<file path="src/rtl/proc_pkg.sv">
// Shared processor definitions: fetch FSM encoding and default datapath widths
// used by the processor, program BRAM and register file.
package proc_pkg;

  localparam int unsigned INSTR_WIDTH_DEF = 32;
  localparam int unsigned PC_BITS_DEF     = 9;

  typedef enum logic {
    FETCH = 1'b0,
    DONE  = 1'b1
  } fetch_state_e;

endpackage

</file>
<file path="src/rtl/fetch_fifo.sv">
// Synchronous prefetch buffer holding {pc, instruction} entries; DEPTH must be a power of two.
module fetch_fifo #(
  parameter int unsigned WIDTH = 41,
  parameter int unsigned DEPTH = 4,
  localparam int unsigned PTR_W = $clog2(DEPTH),
  localparam int unsigned CNT_W = PTR_W + 1
) (
  input  logic             clk,
  input  logic             reset,
  input  logic             push,
  input  logic [WIDTH-1:0] push_data,
  input  logic             pop,
  input  logic             flush,
  output logic [WIDTH-1:0] head_data,
  output logic [CNT_W-1:0] count,
  output logic             empty,
  output logic             full
);

  logic [WIDTH-1:0] mem_q [DEPTH];
  logic [WIDTH-1:0] mem_d [DEPTH];
  logic [PTR_W-1:0] rd_ptr_q, rd_ptr_d;
  logic [PTR_W-1:0] wr_ptr_q, wr_ptr_d;
  logic [CNT_W-1:0] count_q, count_d;

  always_comb begin
    mem_d    = mem_q;
    rd_ptr_d = rd_ptr_q;
    wr_ptr_d = wr_ptr_q;
    count_d  = count_q;
    if (flush) begin
      rd_ptr_d = '0;
      wr_ptr_d = '0;
      count_d  = '0;
    end else begin
      if (push) begin
        mem_d[wr_ptr_q] = push_data;
        wr_ptr_d        = wr_ptr_q + PTR_W'(1);
      end
      if (pop) begin
        rd_ptr_d = rd_ptr_q + PTR_W'(1);
      end
      count_d = count_q + CNT_W'(push) - CNT_W'(pop);
    end
  end

  always_ff @(posedge clk) begin
    if (!reset) begin
      for (int unsigned i = 0; i < DEPTH; i++) begin
        mem_q[i] <= '0;
      end
      rd_ptr_q <= '0;
      wr_ptr_q <= '0;
      count_q  <= '0;
    end else begin
      mem_q    <= mem_d;
      rd_ptr_q <= rd_ptr_d;
      wr_ptr_q <= wr_ptr_d;
      count_q  <= count_d;
    end
  end

  assign head_data = mem_q[rd_ptr_q];
  assign count     = count_q;
  assign empty     = (count_q == '0);
  assign full      = (count_q == CNT_W'(DEPTH));

endmodule

</file>
<file path="src/rtl/fetch_unit.sv">
// Prefetching instruction front end: sequential BRAM reads into a small FIFO, redirect flush, halt at end.
// Optional FETCH_PERF_CNT_EN adds saturating stat_fetched / stat_flushed counters.
module fetch_unit
  import proc_pkg::*;
#(
  parameter int unsigned INSTR_WIDTH     = INSTR_WIDTH_DEF,
  parameter int unsigned PC_BITS         = PC_BITS_DEF,
  parameter int unsigned FIFO_DEPTH      = 4,
  parameter int unsigned PROG_START_ADDR = 0,
  parameter int unsigned PROG_END_ADDR   = 14
) (
  input  logic                   clk,
  input  logic                   reset,
  output logic                   mem_en,
  output logic [PC_BITS-1:0]     mem_addr,
  input  logic [INSTR_WIDTH-1:0] mem_rdata,
  input  logic                   redirect_valid,
  input  logic [PC_BITS-1:0]     redirect_pc,
  output logic                   instr_valid,
  input  logic                   instr_ready,
  output logic [INSTR_WIDTH-1:0] instr_data,
  output logic [PC_BITS-1:0]     instr_pc,
  output logic                   halted
`ifdef FETCH_PERF_CNT_EN
  ,
  output logic [31:0]            stat_fetched,
  output logic [31:0]            stat_flushed
`endif
);

  localparam int unsigned FIFO_W = INSTR_WIDTH + PC_BITS;
  localparam int unsigned CNT_W  = $clog2(FIFO_DEPTH) + 1;

  fetch_state_e         state_q, state_d;
  logic [PC_BITS-1:0]   pc_q, pc_d;
  logic                 mem_en_q, mem_en_d;
  logic [PC_BITS-1:0]   mem_addr_q, mem_addr_d;
  logic                 rvalid_q, rvalid_d;
  logic [PC_BITS-1:0]   rpc_q, rpc_d;
  logic                 halted_q, halted_d;

  logic                 push_c, pop_c, issue_c;
  logic [PC_BITS-1:0]   issue_pc_c;
  logic [CNT_W-1:0]     count_next_c;
  logic [CNT_W-1:0]     fifo_count;
  logic                 fifo_empty, fifo_full;
  logic [FIFO_W-1:0]    fifo_head;

  fetch_fifo #(
    .WIDTH (FIFO_W),
    .DEPTH (FIFO_DEPTH)
  ) u_fifo (
    .clk       (clk),
    .reset     (reset),
    .push      (push_c),
    .push_data ({rpc_q, mem_rdata}),
    .pop       (pop_c),
    .flush     (redirect_valid),
    .head_data (fifo_head),
    .count     (fifo_count),
    .empty     (fifo_empty),
    .full      (fifo_full)
  );

  // The read issued last cycle returns now; issue decisions are registered so they
  // account for the FIFO occupancy after this edge plus that returning word.
  always_comb begin
    push_c       = rvalid_q & ~redirect_valid & ~fifo_full;
    pop_c        = ~fifo_empty & instr_ready & ~redirect_valid;
    count_next_c = redirect_valid ? '0 : fifo_count + CNT_W'(push_c) - CNT_W'(pop_c);
    rvalid_d     = mem_en_q & ~redirect_valid;
    rpc_d        = mem_addr_q;
    state_d      = state_q;
    pc_d         = pc_q;
    mem_en_d     = 1'b0;
    mem_addr_d   = mem_addr_q;
    if (redirect_valid) begin
      issue_pc_c = redirect_pc;
      issue_c    = (32'(redirect_pc) <= PROG_END_ADDR);
      state_d    = issue_c ? FETCH : DONE;
      pc_d       = redirect_pc;
    end else begin
      issue_pc_c = pc_q;
      issue_c    = (state_q == FETCH) &&
                   ((count_next_c + CNT_W'(rvalid_d)) < CNT_W'(FIFO_DEPTH));
    end
    if (issue_c) begin
      mem_en_d   = 1'b1;
      mem_addr_d = issue_pc_c;
      pc_d       = issue_pc_c + PC_BITS'(1);
      if (issue_pc_c == PC_BITS'(PROG_END_ADDR)) begin
        state_d = DONE;
      end
    end
    halted_d = (state_d == DONE) && (count_next_c == '0) && !rvalid_d && !mem_en_d;
  end

  always_ff @(posedge clk) begin
    if (!reset) begin
      state_q    <= FETCH;
      pc_q       <= PC_BITS'(PROG_START_ADDR);
      mem_en_q   <= 1'b0;
      mem_addr_q <= PC_BITS'(PROG_START_ADDR);
      rvalid_q   <= 1'b0;
      rpc_q      <= '0;
      halted_q   <= 1'b0;
    end else begin
      state_q    <= state_d;
      pc_q       <= pc_d;
      mem_en_q   <= mem_en_d;
      mem_addr_q <= mem_addr_d;
      rvalid_q   <= rvalid_d;
      rpc_q      <= rpc_d;
      halted_q   <= halted_d;
    end
  end

  assign mem_en      = mem_en_q;
  assign mem_addr    = mem_addr_q;
  assign instr_valid = ~fifo_empty;
  assign instr_data  = fifo_head[INSTR_WIDTH-1:0];
  assign instr_pc    = fifo_head[FIFO_W-1:INSTR_WIDTH];
  assign halted      = halted_q;

`ifdef FETCH_PERF_CNT_EN
  logic [31:0] stat_fetched_q, stat_fetched_d;
  logic [31:0] stat_flushed_q, stat_flushed_d;
  logic [32:0] flush_sum_c;

  // Discards on redirect: buffered entries, the word returning now and the read issued now.
  always_comb begin
    stat_fetched_d = stat_fetched_q;
    stat_flushed_d = stat_flushed_q;
    flush_sum_c    = {1'b0, stat_flushed_q} + 33'(fifo_count) + 33'(rvalid_q) + 33'(mem_en_q);
    if (push_c && (stat_fetched_q != '1)) begin
      stat_fetched_d = stat_fetched_q + 32'd1;
    end
    if (redirect_valid) begin
      stat_flushed_d = flush_sum_c[32] ? '1 : flush_sum_c[31:0];
    end
  end

  always_ff @(posedge clk) begin
    if (!reset) begin
      stat_fetched_q <= '0;
      stat_flushed_q <= '0;
    end else begin
      stat_fetched_q <= stat_fetched_d;
      stat_flushed_q <= stat_flushed_d;
    end
  end

  assign stat_fetched = stat_fetched_q;
  assign stat_flushed = stat_flushed_q;
`endif

endmodule

</file>
<file path="config.mk">
export PLATFORM = sky130hd
export DESIGN_NAME = fetch_unit
export DESIGN_NICKNAME = d
export VERILOG_FILES = /design/src/rtl/proc_pkg.sv /design/src/rtl/fetch_fifo.sv /design/src/rtl/fetch_unit.sv
export SDC_FILE = /design/constraint.sdc
export NUM_CORES = 1
export LEC_CHECK = 0
export CORE_ASPECT_RATIO = 0.9
export CORE_MARGIN = 1.5
export CORE_UTILIZATION = 42
export CTS_BUF_LIST = sky130_fd_sc_hd__clkbuf_16
export DETAILED_ROUTE_END_ITERATION = 8
export GPL_TIMING_DRIVEN = 1
export PLACE_DENSITY = 0.72
export SYNTH_ARGS = -nofsm -noshare
export SYNTH_HDL_FRONTEND = slang
export SYNTH_SLANG_ARGS = --single-unit
</file>
<file path="constraint.sdc">
create_clock -name clk -period 6.6 [get_ports clk]
set_input_delay 1.32 -clock clk [delete_from_list [all_inputs] [get_ports clk]]
set_output_delay 1.32 -clock clk [all_outputs]
set_load 0.02 [all_outputs]
</file>
# Yosys cells after proc, flatten, opt, wreduce, memory -nomap -nowiden
# Cells that the tools add are included.
[totals] reg_bits=202 latch_bits=0 mem_bits_rw=0 rom_bits=0 inputBits=45 output_inout_bits=53 elab_cells=65 memories=0
[op_classes] addsub=6 mul=0 div_mod_pow=0 magnitude_cmp=5 eq_ne=2 shift=0 n_mux=15 bitwise_logic=12 n_reduce_logical=11
[op_table] op="164-bit bitwise mux" count=1
[op_table] op="41-bit 2-to-1 mux" count=3
[op_table] op="41-bit binary-select mux with 2-bit select" count=1
[op_table] op="41-bit demux with 2-bit select" count=1
[op_table] op="9-bit 2-to-1 mux" count=2
[op_table] op="9-bit by 1-bit adder with 9-bit output (second input constant)" count=1
[op_table] op="9-bit by 4-bit equality test with 1-bit output (second input constant)" count=1
[op_table] op="9-bit by 4-bit less-or-equal comparator with 1-bit output (second input constant)" count=1
[op_table] op="3-bit by 1-bit adder with 3-bit output" count=2
[op_table] op="3-bit >= comparator (second input constant)" count=2
[op_table] op="3-bit logical NOT" count=2
[op_table] op="1-bit 2-to-1 mux" count=6
[op_table] op="2-bit inverter with 3-bit output" count=2
[op_table] op="1-bit bitwise AND" count=5
[op_table] op="1-bit logical AND" count=5
[op_table] op="1-bit inverter" count=5
[op_table] op="2-bit by 1-bit adder with 2-bit output (second input constant)" count=2
[op_table] op="3-bit equality test (second input constant)" count=1
[op_table] op="3-bit by 1-bit less-than comparator with 1-bit output (second input constant)" count=1
[op_table] op="3-bit less-than comparator (second input constant)" count=1
[op_table] op="3-bit 2-to-1 mux" count=1
[op_table] op="3-bit by 1-bit subtractor with 3-bit output" count=1
[op_table] op="1-bit logical NOT" count=2
[op_table] op="2-bit AND reduction" count=1
[op_table] op="2-bit OR reduction" count=1

# Logic depth before layout (Yosys ltp)
# Gate-level depths: netlist (run 1).
[logic_depth] ltp_word=14 ltp_mapped=14 ltp_nobuf=12

# Hierarchy
# A second synthesis (run 1) with hierarchy kept.
[hier_totals] cells_unflattened=836 area_unflattened_um2=9120.0
[modules_own_cells] module="fetch_fifo" n_inst=1 cells_per_inst=667 area_each_um2=7514.7 seq_area_each_um2=3423.3
[modules_own_cells] module="fetch_unit" n_inst=1 cells_per_inst=169 area_each_um2=1605.3 seq_area_each_um2=620.6

# Worst setup path before layout (run 1)
# No wires, ideal clock.
[synth_timing] path_type="input -> register" from="input redirect_valid" to="register pc_q[7]" setup_ns=0.131 t_arrival_ns=4.364 required_time_ns=6.469 setup_slack_ns=2.104 stages=14 path_buffers=3 path_cell_list="clkbuf_1 -> clkbuf_1 -> and3b_1 -> ha_1 -> inv_1 -> ha_1 -> inv_1 -> fa_1 -> xnor3_1 -> or4_4 -> and3_4 -> buf_6 -> o311ai_1 -> o41ai_1"
[synth_via] word_cells_on_any_way=15 cone_classes="add/sub (4); order compare (1); mux (4); bitwise (5); reduce/logical (1)"
[synth_rtl] element="start, declared" line="fetch_unit.sv:17" source="input logic redirect_valid,"
[synth_rtl] element="1-bit inverter (no line)"
[synth_rtl] element="1-bit bitwise AND" line="fetch_unit.sv:69" source="pop_c = ~fifo_empty & instr_ready & ~redirect_valid;"
[synth_rtl] element="net pop_c" line="fetch_unit.sv:42" source="logic push_c, pop_c, issue_c;"
[synth_rtl] element="3-bit by 1-bit subtractor with 3-bit output" line="fetch_unit.sv:70" source="count_next_c = redirect_valid ? '0 : fifo_count + CNT_W'(push_c) - CNT_W'(pop_c);"
[synth_rtl] element="3-bit 2-to-1 mux"
[synth_rtl] element="3-bit by 1-bit adder with 3-bit output" line="fetch_unit.sv:85" source="((count_next_c + CNT_W'(rvalid_d)) < CNT_W'(FIFO_DEPTH));"
[synth_rtl] element="3-bit less-than comparator" line="fetch_unit.sv:85"
[synth_rtl] element="1-bit logical AND" line="fetch_unit.sv:84" source="issue_c = (state_q == FETCH) &&"
[synth_rtl] element="1-bit 2-to-1 mux" line="fetch_unit.sv:77" source="if (redirect_valid) begin"
[synth_rtl] element="9-bit 2-to-1 mux" line="fetch_unit.sv:87" source="if (issue_c) begin"
[synth_rtl] element="end signal, assigned" line="fetch_unit.sv:101" source="pc_q <= PC_BITS'(PROG_START_ADDR);"
[synth_rtl] element="end signal, assigned" line="fetch_unit.sv:109" source="pc_q <= pc_d;"
[synth_rtl] element="end, declared" line="fetch_unit.sv:35" source="logic [PC_BITS-1:0] pc_q, pc_d;"
# The timed path passes the listed nets, and every way through them passes these cells.
# A chain may end at the register's enable or synchronous reset.

# Final worst setup path (run 1)
[layout_timing] from="input redirect_valid" to="register pc_q[6]"
[layout_via] elab_chain_cells=11 word_cells_on_any_way=15 cone_classes="add/sub (4); order compare (1); mux (4); bitwise (5); reduce/logical (1)"
[layout_rtl] element="1-bit inverter (no line)"
[layout_rtl] element="1-bit bitwise AND (2 in a row)" line="fetch_unit.sv:68" source="push_c = rvalid_q & ~redirect_valid & ~fifo_full;"
[layout_rtl] element="3-bit by 1-bit adder with 3-bit output" line="fetch_unit.sv:70"
[layout_rtl] element="3-bit by 1-bit subtractor with 3-bit output" line="fetch_unit.sv:70"
[layout_rtl] element="3-bit 2-to-1 mux"
[layout_rtl] element="3-bit by 1-bit adder with 3-bit output" line="fetch_unit.sv:85"
[layout_rtl] element="3-bit less-than comparator" line="fetch_unit.sv:85"
[layout_rtl] element="1-bit logical AND" line="fetch_unit.sv:84"
[layout_rtl] element="1-bit 2-to-1 mux" line="fetch_unit.sv:77"
[layout_rtl] element="9-bit 2-to-1 mux *" line="fetch_unit.sv:87"
# Mark *: on every way between the ends. The rest lies on a longest branch, timed or not.

==> results.yml, run 1 <==
placement:
  routabilityCongestion: 0.862
  dp_hpwl_mm: 12.6
  placed_cells: 1244
  place_ws_ns: 1.40
  postPlaceCellArea_sq_mm: 0.00979
  port_buffers: 97
logic_synthesis:
  yosys.area_share.simple_pct: 19.2
  synth_nets: 1011
  yosys_warnings: 0
  avgSynthCellArea_sq_um: 9.12
  ys_seq_elements: 202
  syn-instance-count: 957
  synth_area_leader_cell: "dfxtp_1"
  synth_top_area_share_pct: 46.4
  synthArstFlopShare_pct: 0
  synthFlopType: "dfxtp_1"
  synth_top_family_by_area: "simple AND/OR/NAND/NOR gates"
  synth_compound_area_share_pct: 16.3
  synth_cell_types: 41
  synthAdderAreaFrac_pct: 1.38
  syn-cell-area_sq_mm: 0.00872
  synthMuxAreaShare_pct: 12.1
  synth_xor_xnor_area_share_pct: 0.660
  synth.area.top_cells: "dfxtp_1, nand2_1, a21boi_0"
  synth_sequential_area_ratio_pct: 46.4
  synth_edf_count: 0
drt:
  vias_per_cell: 5.27
  ant_nets: 0
  drt-initial-drc-count: 449
  first_pass_iters: 5
  routedWlPerCell_microns: 16.3
  vias: 6756
  postRouteWirelength_mm: 20.9
  drc: 0
timing:
  finalMaxSlewViolations: 0
  tightest_slew_ns: 1.20
  holdWs_ns: 0.454
  period_share_pct: 71.3
  finalWorstSetupSlack_ns: 1.89
  maxSlewHeadroom_pct: 20.1
  finalCriticalPeriod_ns: 4.71
  fmax_mhz: 213
  rsz0062_at_grt: "false"
  setup_viol: 0
  hold_violations: 0
  fin_skew_ns: 0.00981
  setup_tns_ns: 0
run:
  cap_violations: 0
layout:
  final_nets: 1067
  syn2layout_area_growth_pct: 20.8
  drive_above_1_share_pct: 9.14
  final_cells: 1283
  fin_util_pct: 52.3
  final_area_sq_mm: 0.0105
  antennaDiodeCount: 0
floorplanning:
  ios: 98
  dieArea_sq_mm: 0.0216
  initial_core_util_pct: 43.2
  die_x_microns: 155
  rows: 49
  fp.dieH_microns: 140
  coreArea_sq_mm: 0.0202
global_routing:
  grt_max_degree: 128
  grt_overflow: 0
  antenna_found_initial: 0
  grt.total_usage_pct: 19.4
  grt_pass1_vias: 6512
  grt_pass1_wl_mm: 34.1
clock_network:
  cts_max_path_buffers: 3
  numClockSinks: 202
  clkSlewWorstSetupHoldPaths_ns: 0.06
  cts_hold_buf: 0
  cts_tree: "built"
  cts-root-buf: "clkbuf_16"
  cts_max_level: 1
  ctsResizeCount: 0
  cts_inserted_buffers: 22
  clk_latency_ns: 0.50
  post_cts_buffers: 0
critical_path:
  slowest_delay_ns: 0.62
  crit_type: "input pin to flip-flop"
  cp_num_buf_inv: 3
  timing.critical_path.cells: "clkdlybuf4s50_1, buf_4, nand2b_1, a21oi_1, ha_1, inv_1, fa_1, xnor3_1, or4_4, nand3_1, nand4_1, mux2i_1"
  arrival_ns: 5.09
  cp-start-kind: "input pin"
  crit_family: "simple AND/OR/NAND/NOR gates"
  crit_required_ns: 6.98
  crit_slowest_cell: "a21oi_1"
  path_max_fanout: 26
  endpoint_kind: "flip-flop"
outcome:
  status: "finished clean"
pwr:
  ir_drop_uv: 135
  leakage_nw: 3.56
  p_per_area_mw_per_mm2: 253
  p_total_mw: 2.66
hold_path:
  holdCritPathClass: "flip-flop to flip-flop"
[layout by cell type, fill, tap and decap left out, drive strengths merged, types with 3 or more instances in the layout]
| cell | count |
|---|---|
| o21ai | 5 |
| nor2 | 13 |
| clkbuf | 23 |
| nor3 | 3 |
| a21boi | 165 |
| ha | 8 |
| nand2b | 5 |
| bufinv | 4 |
| clkinv | 8 |
| inv | 14 |
| and2 | 15 |
| nand2 | 353 |
| buf | 12 |
| mux2 | 3 |
| mux2i | 10 |
| and3b | 3 |
| nand3 | 7 |
| o211a | 7 |
| a21oi | 4 |
| clkdlybuf4s50 | 96 |
| dfxtp | 202 |
| mux4 | 41 |
| xnor2 | 3 |
[flip-flops by register name, indices dropped and copies added, names as in the netlist]
| register | cells |
|---|---|
| mem_addr | 9 |
| u_fifo.mem_q | 164 |
| state_q | 1 |
| rpc_q | 9 |
| rvalid_q | 1 |
| mem_en | 1 |
| halted | 1 |
| u_fifo.count | 3 |
| u_fifo.rd_ptr_q | 2 |
| pc_q | 9 |
| u_fifo.wr_ptr_q | 2 |
[cells by family (layout without fill, tap and decap cells)]
group / after synthesis / in the layout
compound gates: 189 / 189
xor+xnor: 5 / 5
fa+ha+maj: 9 / 9
buf+inv: 87 / 158
flops: 202 / 202
mux: 54 / 54
simple gates: 411 / 411
[final timing paths]
| path | depth (start not counted) | slack (ns) | end | start |
|---|---|---|---|---|
| worst max-delay path | 12 | 1.89 | pc_q[6] | redirect_valid |
| worst min-delay path | 2 | 0.45 | u_fifo.mem_q[2] | u_fifo.mem_q[2] |
| worst min register to register | 2 | 0.45 | u_fifo.mem_q[2] | u_fifo.mem_q[2] |
| worst max register to register | 12 | 2.89 | pc_q[6] | u_fifo.count[1] |
[power breakdown]
part | internal [mW] | total, mW | switching (mW) | leakage, nW
Clock | 0.784 | 1.27 | 0.484 | 0.380
Sequential | 1.23 | 1.25 | 0.0130 | 1.63
Combinational | 0.0725 | 0.146 | 0.0736 | 1.55
Total | 2.09 | 2.66 | 0.570 | 3.56
[worst reg2reg max path, delay by kind of cell (launching register included)]
family / cells / cell delay (ns)
XOR/XNOR: 1 / 0.25
adder cells (fa/ha/maj): 3 / 0.80
buffers and inverters: 2 / 0.11
flip-flops: 1 / 0.36
multiplexers: 1 / 0.16
AND/OR/NAND/NOR: 5 / 1.93
[layer usage]
metal	GRT usage (%)	share of wire [%]	up-vias	wire, microns
li1	-	-	3318	-
met1	27.4	47	3254	9890
met2	31.1	46	159	9680
met3	3.08	5.2	25	1080
met4	4.55	1.3	0	277
met5	0	0	-	0
[Yosys cell counts (3+ instances only)]
master,n
a21boi_0,137
a21boi_1,28
a21oi_1,4
and2_1,15
and3b_1,3
buf_1,7
buf_2,13
clkbuf_1,55
dfxtp_1,202
ha_1,8
inv_1,11
mux2_2,3
mux2i_1,10
mux4_2,41
nand2_1,353
nand2b_1,5
nand3_1,7
nor2_1,13
nor3_1,3
o211a_1,7
o21ai_0,4
xnor2_1,3
[cell type report]
cell class	count	area, sq um
clock inverters	16	175
multi-input cells	668	4330
clock buffers	23	576
flip-flops and latches	202	4050
inverters	11	41.3
fillers	1825	9630
well taps	255	319
repair buffers	108	1050
No activity file was read; power rests on OpenSTA's default activity.
==> run 2, diff against run 1 <==
==> constraint.sdc (replaced) <==
create_clock -name clk -period 4.7 [get_ports clk]
set_input_delay 0.94 -clock clk [delete_from_list [all_inputs] [get_ports clk]]
set_output_delay 0.94 -clock clk [all_outputs]
set_load 0.02 [all_outputs]
==> results.yml, run 2 (synthesized netlist as in run 1, its figures left out) <==
timing:
  maxSlewHeadroom_pct: 34.2
  setup_tns_ns: 0
  setup_viol: 0
  finalCriticalPeriod_ns: 3.65
  hold_violations: 0
  rsz0062_at_grt: "false"
  fmax_mhz: 274
  tightest_slew_ns: 0.987
  period_share_pct: 77.6
  fin_skew_ns: 0.00999
  finalMaxSlewViolations: 0
  holdWs_ns: 0.451
global_routing:
  grt_pass1_wl_mm: 34.2
  antenna_found_initial: 0
  grt.total_usage_pct: 19.5
  grt_overflow: 0
  grt_max_degree: 116
  grt_pass1_vias: 6584
pwr:
  power_switching_share_pct: 22.9
  seqPwrFrac_pct: 51.0
  p_clk_share_pct: 43.0
  p_per_area_mw_per_mm2: 328
  power.switching_uw: 786
  ir_drop_uv: 212
  leakage_nw: 3.53
  p_int_mw: 2.65
  p_total_mw: 3.43
  p_comb_share_pct: 6.0
floorplanning:
  ios: 98
  rows: 49
  coreArea_sq_mm: 0.0202
  die_x_microns: 155
  initial_core_util_pct: 43.2
  fp.dieH_microns: 140
  dieArea_sq_mm: 0.0216
critical_path:
  r2r-start: "u_fifo.count[1]"
  worstRegToRegCells: 12
  worstReg2RegEnd: "pc_q[5]"
  path_max_fanout: 12
  crit_slowest_cell: "fa_1"
  arrival_ns: 4.07
  cp-start-kind: "input pin"
  crit_required_ns: 5.12
  crit_type: "input pin to flip-flop"
  r2r_setup_slack_ns: 1.17
  endpoint_kind: "flip-flop"
  slowest_delay_ns: 0.49
  timing.critical_path.cells: "clkdlybuf4s50_1, and3b_1, ha_1, inv_1, ha_1, inv_1, fa_1, nand3b_1, or4_4, and3_4, nor4b_2, mux2i_1"
clock_network:
  ctsResizeCount: 0
  cts-root-buf: "clkbuf_16"
  clk_latency_ns: 0.50
  cts_inserted_buffers: 21
  cts_max_path_buffers: 3
  cts_hold_buf: 0
  numClockSinks: 202
  post_cts_buffers: 0
  clkSlewWorstSetupHoldPaths_ns: 0.06
  cts_max_level: 1
  cts_tree: "built"
hold_path:
  holdCritPathClass: "flip-flop to flip-flop"
  whs_endpoint: "u_fifo.mem_q[3]"
  hold_depth: 2
  hp-start: "u_fifo.mem_q[3]"
placement:
  routabilityCongestion: 0.875
  postPlaceCellArea_sq_mm: 0.00986
  port_buffers: 97
  dp_hpwl_mm: 12.7
drt:
  ant_nets: 0
  first_pass_iters: 5
  route.met2.wl_mm: 9.65
  drc: 0
  postRouteWirelength_mm: 20.9
  vias: 6683
  wl_met1_mm: 9.70
  routedWlPerCell_microns: 16.3
  met3_length_mm: 1.31
  drt-initial-drc-count: 428
  vias_per_cell: 5.20
  top_layer: "met4"
run:
  cap_violations: 0
layout:
  final_area_sq_mm: 0.0105
  final_nets: 1070
  antennaDiodeCount: 0
  final_common_cell: "nand2_1"
  final_cell_mix: "nand2_1, dfxtp_1, a21boi_0"
  multi_input_area_sq_mm: 0.00433
  syn2layout_area_growth_pct: 19.8
  largest_reg_flops: 164
  regMostFlops: "u_fifo.mem_q"
  drive_above_1_share_pct: 8.84
  fillers: 1821
  regArea_sq_mm: 0.00405
outcome:
  status: "finished clean"
## run 2: cell count changes in the layout (fill, tap and decap cells not counted)
cell,change
bufinv_16,-4
buf_12,+3
clkbuf_16,-2
clkinv_1,+2
clkinv_2,-2
inv_1,+2
inv_6,+2
buf_4,+1
clkinvlp_4,-1
## run 2: metal layers
layer | vias up | global-route usage [%]
met5 | - | 0
met4 | 0 | 4.15
met3 | 20 | 3.64
met2 | 183 | 31.5
met1 | 3154 | 27.3
li1 | 3326 | -
## run 2: per-stage QoR
step / instances / setup slack, ns / util, %
after floorplan: 957 / 0.584 / -
after global placement: 1248 / 0.636 / 48.9
after detailed placement: 1248 / 0.539 / 48.9
after CTS: 1284 / 1.02 / 51.8
after global routing: 1284 / 0.881 / 51.8
final: 1284 / 1.05 / 51.8
## run 2: how the worst max path moves through the flow
stage / startpoint / end / slack, ns / cells after the start
finish: redirect_valid / pc_q[5] / 1.05 / 12
global route: redirect_valid / pc_q[5] / 0.88 / 12
CTS: u_fifo.rd_ptr_q[0] / instr_pc[6] / 1.02 / 2
detailed placement: redirect_valid / pc_q[5] / 0.54 / 12
global placement: redirect_valid / pc_q[5] / 0.64 / 12
floorplan: redirect_valid / pc_q[7] / 0.58 / 14
## run 2: layout make-up
| cell class | count | share of cell area, % |
|---|---|---|
| tap | 255 | 3.05 |
| clock inverter | 15 | 0.670 |
| inverter | 11 | 0.395 |
| multi-input combinational | 668 | 41.4 |
| sequential | 202 | 38.7 |
| timing repair buffer | 112 | 10.7 |
| clock buffer | 21 | 5.03 |
## run 2: worst max-delay path: cells and delay by family
family / cells / cell delay [ns]
fa+ha+maj: 3 / 0.93
buf+inv: 3 / 0.58
mux: 1 / 0.20
simple gates: 5 / 1.42
## run 2: power by group through the flow
| stage | combinational (mW) | sequential, mW | clock, mW |
|---|---|---|---|
| global route | 0.223 | 1.75 | 1.58 |
| finish | 0.207 | 1.75 | 1.47 |
| global placement | 0.206 | 1.79 | 0 |
| detailed placement | 0.205 | 1.79 | 0 |
| floorplan | 0.103 | 1.79 | 0 |
| CTS | 0.207 | 1.75 | 1.50 |
